## src/rtl/alu_pkg.sv

```systemverilog
// alu_pkg: shared definitions for the ALU arbiter slice.
//   - ALU opcode constants understood by the downstream ALU
//   - ALU_DEFAULT: result the ALU returns for unsupported opcodes
//   - arb_state_e: arbiter FSM state encoding
package alu_pkg;

  localparam logic [3:0] ALU_AND = 4'd0;
  localparam logic [3:0] ALU_OR  = 4'd1;
  localparam logic [3:0] ALU_ADD = 4'd2;
  localparam logic [3:0] ALU_SUB = 4'd6;
  localparam logic [3:0] ALU_SLT = 4'd7;
  localparam logic [3:0] ALU_NOR = 4'd12;

  localparam int unsigned ALU_DEFAULT = 42;

  typedef enum logic [1:0] {
    ST_IDLE = 2'd0,
    ST_EXEC = 2'd1,
    ST_HOLD = 2'd2
  } arb_state_e;

endpackage

```

## src/rtl/rr_arbiter_2.sv

```systemverilog
// rr_arbiter_2: two-way round-robin grant, purely combinational.
//   req_i        : request vector, bit i = requester i
//   last_grant_i : requester granted most recently
//   grant_o      : one-hot grant, zero when nothing is requested
module rr_arbiter_2 (
  input  logic [1:0] req_i,
  input  logic       last_grant_i,
  output logic [1:0] grant_o
);

  always_comb begin
    grant_o = '0;
    unique case (req_i)
      2'b01:   grant_o = 2'b01;
      2'b10:   grant_o = 2'b10;
      // Tie: favour whichever requester was not served last.
      2'b11:   grant_o = last_grant_i ? 2'b01 : 2'b10;
      default: grant_o = '0;
    endcase
  end

endmodule

```

## src/rtl/alu_arbiter.sv

```systemverilog
// alu_arbiter: shares one combinational ALU between two requesters.
//   Clock, Reset (async active-low)
//   Req_Valid/Req_Ready        : per-requester request handshake
//   Req_Control/Req_A/Req_B    : packed per-requester operands (req 0 in low slice)
//   Rsp_Valid/Rsp_Ready        : per-requester response handshake
//   Rsp_Result/Rsp_Zero        : captured ALU result, held until taken
//   Alu_Control/Input1/Input2  : registered operands driven to the ALU
//   Alu_Out/Alu_Zero           : ALU result returned to this block
// Sequence per operation: IDLE (accept) -> EXEC (ALU evaluates) -> HOLD
// (response waits for its owner).
module alu_arbiter
  import alu_pkg::*;
#(
  parameter int unsigned WIDTH = 32
) (
  input  logic               Clock,
  input  logic               Reset,
  input  logic [1:0]         Req_Valid,
  output logic [1:0]         Req_Ready,
  input  logic [7:0]         Req_Control,
  input  logic [2*WIDTH-1:0] Req_A,
  input  logic [2*WIDTH-1:0] Req_B,
  output logic [1:0]         Rsp_Valid,
  input  logic [1:0]         Rsp_Ready,
  output logic [WIDTH-1:0]   Rsp_Result,
  output logic               Rsp_Zero,
  output logic [3:0]         Alu_Control,
  output logic [WIDTH-1:0]   Alu_Input1,
  output logic [WIDTH-1:0]   Alu_Input2,
  input  logic [WIDTH-1:0]   Alu_Out,
  input  logic               Alu_Zero
);

  arb_state_e       state_q;
  logic             owner_q;
  logic             last_grant_q;
  logic [3:0]       ctrl_q;
  logic [WIDTH-1:0] in1_q;
  logic [WIDTH-1:0] in2_q;
  logic [1:0]       rsp_valid_q;
  logic [WIDTH-1:0] rsp_result_q;
  logic             rsp_zero_q;

  logic [1:0]       grant;
  logic             sel_d;
  logic [3:0]       ctrl_d;
  logic [WIDTH-1:0] in1_d;
  logic [WIDTH-1:0] in2_d;

  rr_arbiter_2 u_rr (
    .req_i        (Req_Valid),
    .last_grant_i (last_grant_q),
    .grant_o      (grant)
  );

  // Operand mux for the granted requester; only sampled in IDLE.
  always_comb begin
    sel_d  = grant[1];
    ctrl_d = sel_d ? Req_Control[7:4]      : Req_Control[3:0];
    in1_d  = sel_d ? Req_A[2*WIDTH-1:WIDTH] : Req_A[WIDTH-1:0];
    in2_d  = sel_d ? Req_B[2*WIDTH-1:WIDTH] : Req_B[WIDTH-1:0];
  end

  // Ready depends only on state, Req_Valid and Last_Grant.
  always_comb begin
    Req_Ready = (state_q == ST_IDLE) ? grant : '0;
  end

  always_ff @(posedge Clock or negedge Reset) begin
    if (!Reset) begin
      state_q      <= ST_IDLE;
      owner_q      <= 1'b0;
      last_grant_q <= 1'b1;
      ctrl_q       <= '0;
      in1_q        <= '0;
      in2_q        <= '0;
      rsp_valid_q  <= '0;
      rsp_result_q <= '0;
      rsp_zero_q   <= 1'b0;
    end else begin
      unique case (state_q)
        ST_IDLE: begin
          if (|Req_Valid) begin
            ctrl_q       <= ctrl_d;
            in1_q        <= in1_d;
            in2_q        <= in2_d;
            owner_q      <= sel_d;
            last_grant_q <= sel_d;
            state_q      <= ST_EXEC;
          end
        end
        ST_EXEC: begin
          rsp_result_q <= Alu_Out;
          rsp_zero_q   <= Alu_Zero;
          rsp_valid_q  <= owner_q ? 2'b10 : 2'b01;
          state_q      <= ST_HOLD;
        end
        ST_HOLD: begin
          // Only the owner's Rsp_Ready completes the response.
          if (Rsp_Ready[owner_q]) begin
            rsp_valid_q <= '0;
            state_q     <= ST_IDLE;
          end
        end
        default: state_q <= ST_IDLE;
      endcase
    end
  end

  assign Alu_Control = ctrl_q;
  assign Alu_Input1  = in1_q;
  assign Alu_Input2  = in2_q;
  assign Rsp_Valid   = rsp_valid_q;
  assign Rsp_Result  = rsp_result_q;
  assign Rsp_Zero    = rsp_zero_q;

endmodule

```

## config.mk

```make
export PLATFORM = sky130hd
export DESIGN_NAME = alu_arbiter
export DESIGN_NICKNAME = d
export VERILOG_FILES = /design/src/rtl/alu_pkg.sv /design/src/rtl/rr_arbiter_2.sv /design/src/rtl/alu_arbiter.sv
export SDC_FILE = /design/constraint.sdc
export NUM_CORES = 1
export LEC_CHECK = 0
export ABC_CLOCK_PERIOD_IN_PS = 1800
export CAP_MARGIN = 10
export CORE_ASPECT_RATIO = 0.6
export CORE_MARGIN = 3
export CORE_UTILIZATION = 35
export CTS_CLUSTER_SIZE = 16
export DETAILED_ROUTE_END_ITERATION = 10
export PLACE_DENSITY = 0.77
export SYNTH_ARGS = -nofsm -noshare
export SYNTH_HDL_FRONTEND = slang
export SYNTH_SLANG_ARGS = --single-unit
export TNS_END_PERCENT = 30
```

## constraint.sdc

```tcl
create_clock -name Clock -period 1.8 [get_ports Clock]
set_input_delay 0.36 -clock Clock [delete_from_list [all_inputs] [get_ports Clock]]
set_output_delay 0.36 -clock Clock [all_outputs]
set_load 0.005 [all_outputs]
```

==> results.yml, run 1 <==
outcome:
  outcome: "finished, violations left"
  violations: "setup timing"
global_route:
  grt_overflow: 0
  grt_pass1_vias: 4452
  grt_pass1_wl_um: 23700
  antenna_found_initial: 0
  grt_max_degree: 73
  track_usage: 0.186
floorplan:
  die_h_um: 98.9
  initial_core_util: 0.363
  die_w_um: 161
  coreArea_um2: 13900
  die_area_um2: 15900
  num_io_pins: 280
  fp-row-count: 33
drt:
  routed_wl_um: 15400
  via_count: 4060
  drtIter0Drc: 146
  drt_pass1_iterations: 4
  ant_nets: 0
  avgRoutedWirePerCell_um: 17.3
  route.detailed.drc: 0
  avgViaCountPerCell: 4.56
cells_and_area:
  drive_gt1_frac: 0.281
  final_core_util: 0.631
  nNetsFinal: 868
  stdcell_area_um2: 8750
  syn2layout_area_growth_pct: 74.0
  fin_cells: 890
  n_antenna_cell: 0
clock_tree:
  clk_pin_slew_ps: 80
  root_buffer: "clkbuf_16"
  cts_made_buffers: 9
  clock_sinks: 107
  clockBufferDepth: 2
  clk_latency_ps: 340
  tritoncts: "done"
  htree_levels: 3
worst_setup_path:
  critPathLaunchType: "flip-flop"
  critPathArrivalTime_ps: 2100
  cp_top_family: "multiplexers"
  r2r-end: "Alu_Input1[27]$_DFFE_PN0P_"
  crit_buf_inv: 3
  max_stage_delay_ps: 540
  r2r_slack_ps: -80
  critPathMaxFanout: 17
  reg2regPathDepth: 6
  crit_type: "reg -> reg"
  crit_path_cell_trace: "buf_4 -> a21bo_4 -> buf_4 -> buf_12 -> mux2_2 -> mux2_2"
  worst_setup_path_end_kind: "flip-flop"
  required_ps: 2020
  r2r_start: "last_grant_q$_DFFE_PN1P_"
  cpMaxStageDelayCell: "dfstp_2"
yosys:
  netlist_area_um2: 5030
  synthDominantCellAreaShare: 0.527
  synth_warnings: 0
  synthFlopType: "dfrtp_1"
  seq_area_frac_synth: 0.532
  syn-instance-count: 390
  ys_types: 25
  ys_top_cells_by_area: "dfrtp_1, mux2_2, mux2_4"
  syn_area_per_cell_um2: 12.9
  syn_nets: 565
  async_flop_share: 1.00
  synth_edf_count: 0
  synth_top_cell_by_area: "dfrtp_1"
  ys_ff_latch: 107
pwr:
  irDropWorstVdd_v: 0.000698
  p_leak_uw: 0.00388
  power_uw: 13200
  p_per_area_nw_per_um2: 1510
timing:
  fmax_mhz: 533
  skew_ps: 13.1
  fin_crit_ps: 1880
  fin_crit_sh: 1.04
  fin_hold_ws_ps: 364
  tightest_slew_ps: 399
  rsz0062_at_grt: "true"
  slew_violations: 0
  setup_ws_ps: -77.4
  final-hold-violation-count: 0
  setup_violations: 45
  slew_headroom: 0.734
job:
  cap_violations: 0
hold_path:
  hp-class: "in -> async"
place:
  gp_congestion: 0.792
  dp.cells: 861
  io_buffers: 279
  hpwl_um: 11400
  place_area_um2: 8180
-- cells by family after synthesis --
group / count (synthesis) / synth area share
buffers and inverters: 25 / 0.0293
DFF: 107 / 0.532
muxes: 136 / 0.334
and+or+nand+nor: 110 / 0.0861
AOI/OAI and AO/OA: 12 / 0.0179
-- Yosys cell counts, types with 2 or more instances --
| cell | number |
|---|---|
| a21o_1 | 3 |
| a21oi_1 | 3 |
| buf_2 | 10 |
| buf_6 | 2 |
| buf_8 | 2 |
| clkbuf_1 | 8 |
| dfrtp_1 | 106 |
| mux2_2 | 96 |
| mux2_4 | 40 |
| nand2_1 | 101 |
| nor2_1 | 2 |
| nor2b_1 | 3 |
| o21ai_0 | 2 |
-- power by group --
| group | internal [uW] | switching [uW] | leakage (uW) |
|---|---|---|---|
| Sequential | 3650 | 695 | 0.00127 |
| Clock | 1150 | 947 | 0.000158 |
| Combinational | 4420 | 2370 | 0.00245 |
-- per-layer routing --
layer | wire [um] | part of all wire | global-route usage
met1 | 6090 | 0.39 | 0.215
met2 | 7870 | 0.51 | 0.330
met3 | 1390 | 0.090 | 0.0760
met4 | 86 | 0.0056 | 0.0337
met5 | 0 | 0 | 0
-- per-stage QoR --
| step | setup WS [ps] | TNS (ps) |
|---|---|---|
| final | -77.4 | -1430 |
| after global routing | -113 | -3440 |
| after detailed placement | -690 | -26880 |
| after floorplan | 125 | 0 |
| after global placement | -630 | -25460 |
| after CTS | -64.8 | -190 |
-- flip-flops by register name, summed over array words and instances, names as in the netlist --
| name | cells |
|---|---|
| Alu_Input1 | 32 |
| Alu_Control | 4 |
| last_grant_q | 1 |
| Alu_Input2 | 32 |
| Rsp_Valid | 2 |
| Rsp_Zero | 1 |
| owner_q | 1 |
| state_q | 2 |
| Rsp_Result | 32 |
-- final cells by class --
| cell class | instances | area [um2] |
|---|---|---|
| inverters | 2 | 10.0 |
| repair buffers | 315 | 3250 |
| flip-flops and latches | 107 | 2680 |
| clock inverters | 6 | 78.8 |
| clock buffers | 10 | 239 |
| multi-input cells | 258 | 2250 |
| fillers | 1091 | 5120 |
| well taps | 192 | 240 |
-- worst max path at each step --
stage | start | end | slack, ps | cells past startpoint
2_1_floorplan | last_grant_q$_DFFE_PN1P_ | Alu_Input1[10]$_DFFE_PN0P_ | 130 | 6
3_3_place_gp | Req_Valid[1] | Req_Ready[1] | -630 | 4
3_5_place_dp | Req_Valid[1] | Req_Ready[1] | -690 | 4
4_1_cts | last_grant_q$_DFFE_PN1P_ | Req_Ready[1] | -60 | 3
5_1_grt | last_grant_q$_DFFE_PN1P_ | Alu_Input1[31]$_DFFE_PN0P_ | -110 | 6
6_report | last_grant_q$_DFFE_PN1P_ | Alu_Input1[27]$_DFFE_PN0P_ | -80 | 6
-- layout by cell type, fill, tap and decap left out, drive strengths merged, types with 2 or more instances in the layout --
cell type and count:
buf 33, nor2 2, o21ai 2, mux2 136, nand2 101, clkbuf 15, a21oi 3, clkdlybuf4s50 274
dfrtp 106, inv 6, a21o 3, nor2b 3
-- what timing repair did --
action                                  CTS  global route
endpoints found under the setup margin   63            56
setup buffers                             1             5
pin swaps                                 2             2
hold buffers                              1             0
hold endpoints to repair                  3             0
gates resized for setup                  14            11
cloned                                    0             6
(Power assumes the default switching activity.)
==> run 2, diff against run 1 <==
- CTS_CLUSTER_DIAMETER: unset -> 100
- MAX_ROUTING_LAYER: unset -> met4
==> results.yml, run 2 (synthesis results as in run 1) <==
clock_tree:
  htree_levels: 3
  root_buffer: "clkbuf_16"
  clock_sinks: 107
  clk_pin_slew_ps: 80
  cts_made_buffers: 9
  tritoncts: "done"
  clockBufferDepth: 2
  clk_latency_ps: 340
cells_and_area:
  syn2layout_area_growth_pct: 74.7
  drive_gt1_frac: 0.280
  mostFrequentLayoutCells: "clkdlybuf4s50_1, dfrtp_1, nand2_1"
  n_antenna_cell: 0
  layout_commonest_cell: "clkdlybuf4s50_1"
  final_core_util: 0.634
  nNetsFinal: 867
timing:
  slew_headroom: 0.734
  tightest_slew_ps: 399
  fmax_mhz: 532
  skew_ps: 12.0
  slew_violations: 0
  setup_ws_ps: -79.8
  final-hold-violation-count: 0
  fin_crit_sh: 1.04
  rsz0062_at_grt: "true"
  fin_crit_ps: 1880
  setup_tns_ps: -962
  setup_violations: 39
pwr:
  p_sw_frac: 0.303
  irDropWorstVdd_v: 0.000700
  p_clk_frac: 0.158
  p_sw_uw: 4020
  power_frac_comb: 0.514
  p_per_area_nw_per_um2: 1510
  p_leak_uw: 0.00393
  p_seq_frac: 0.328
  intPower_uw: 9250
drt:
  avgRoutedWirePerCell_um: 17.4
  routed_wl_um: 15500
  ant_nets: 0
  drtIter0Drc: 153
  drt_pass1_iterations: 4
  route.detailed.drc: 0
  avgViaCountPerCell: 4.60
  via_count: 4093
outcome:
  outcome: "finished, violations left"
  violations: "setup timing"
worst_setup_path:
  required_ps: 2020
  startpoint: "last_grant_q$_DFFE_PN1P_"
  worst_setup_path_end_kind: "flip-flop"
  reg2regPathDepth: 6
  crit_type: "reg -> reg"
  critPathArrivalTime_ps: 2100
  r2r_slack_ps: -80
  critPathLaunchType: "flip-flop"
  r2r-end: "Alu_Input1[27]$_DFFE_PN0P_"
  critPathMaxFanout: 17
  r2r_start: "last_grant_q$_DFFE_PN1P_"
place:
  gp_congestion: 0.803
  post-place-ws_ps: -690
  io_buffers: 279
  hpwl_um: 11400
floorplan:
  initial_core_util: 0.363
  coreArea_um2: 13900
  die_w_um: 161
  fp-row-count: 33
  num_io_pins: 280
  die_area_um2: 15900
  die_h_um: 98.9
hold_path:
  hp-class: "in -> async"
global_route:
  antenna_found_initial: 0
  track_usage: 0.191
  grt_pass1_wl_um: 23700
  grt_pass1_vias: 4472
  grt_max_degree: 73
  grt_overflow: 0
job:
  cap_violations: 0
run 2: worst max path at each step:
stage,to,cells after the start
finish,Alu_Input1[27]$_DFFE_PN0P_,6
floorplan,Alu_Input1[10]$_DFFE_PN0P_,6
global route,Alu_Input1[31]$_DFFE_PN0P_,6
detailed placement,Req_Ready[1],4
global placement,Req_Ready[1],4
CTS,Req_Ready[1],3
run 2: layout make-up:
class / instances / area (um2)
clock buffer: 10 / 239
clock inverter: 6 / 78.8
fill: 1084 / 5080
inverter: 2 / 10.0
multi-input combinational: 258 / 2300
sequential: 107 / 2680
tap: 192 / 240
timing repair buffer: 314 / 3250
run 2: routing by layer:
metal | wire [um] | vias to the layer above | track usage | share of wire
li1 | - | 1927 | - | -
met1 | 6210 | 1990 | 0.220 | 0.40
met2 | 7930 | 163 | 0.331 | 0.51
met3 | 1220 | 13 | 0.0655 | 0.079
met4 | 94 | 0 | 0.0344 | 0.0061
met5 | 0 | - | - | 0
run 2: critical path, stage by stage, from the launching register on:
cell and delay (ps):
dfstp_2 540, buf_4 120, a21bo_4 190, buf_6 130, buf_12 160, mux2_2 350, mux2_2 270
run 2: power groups by stage:
stage	clock network (uW)	registers (uW)	logic, uW
floorplan	0	4410	2730
global placement	0	4300	6440
detailed placement	0	4370	6610
CTS	2160	4360	6650
global route	2270	4520	7320
finish	2100	4350	6820
run 2: repair_timing:
| action | in CTS | in global routing |
|---|---|---|
| gates resized for setup | 14 | 23 |
| setup buffers | 1 | 4 |
| endpoints found under the setup margin | 63 | 53 |
| gates cloned | 0 | 6 |
| pin swaps | 2 | 2 |
| endpoints found under the hold margin | 3 | 0 |
| hold buffers | 1 | 0 |
run 2: through the flow:
step                      hold slack [ps]  std cells  area [um2]  total power, uW
final                                 368        889        8790            13300
after global routing                  371        889        8790            14100
after CTS                             334        879        8540            13200
after detailed placement              173        861        8180            11000
after global placement                170        861        8180            10700
after floorplan                      64.4        390        5030             7150
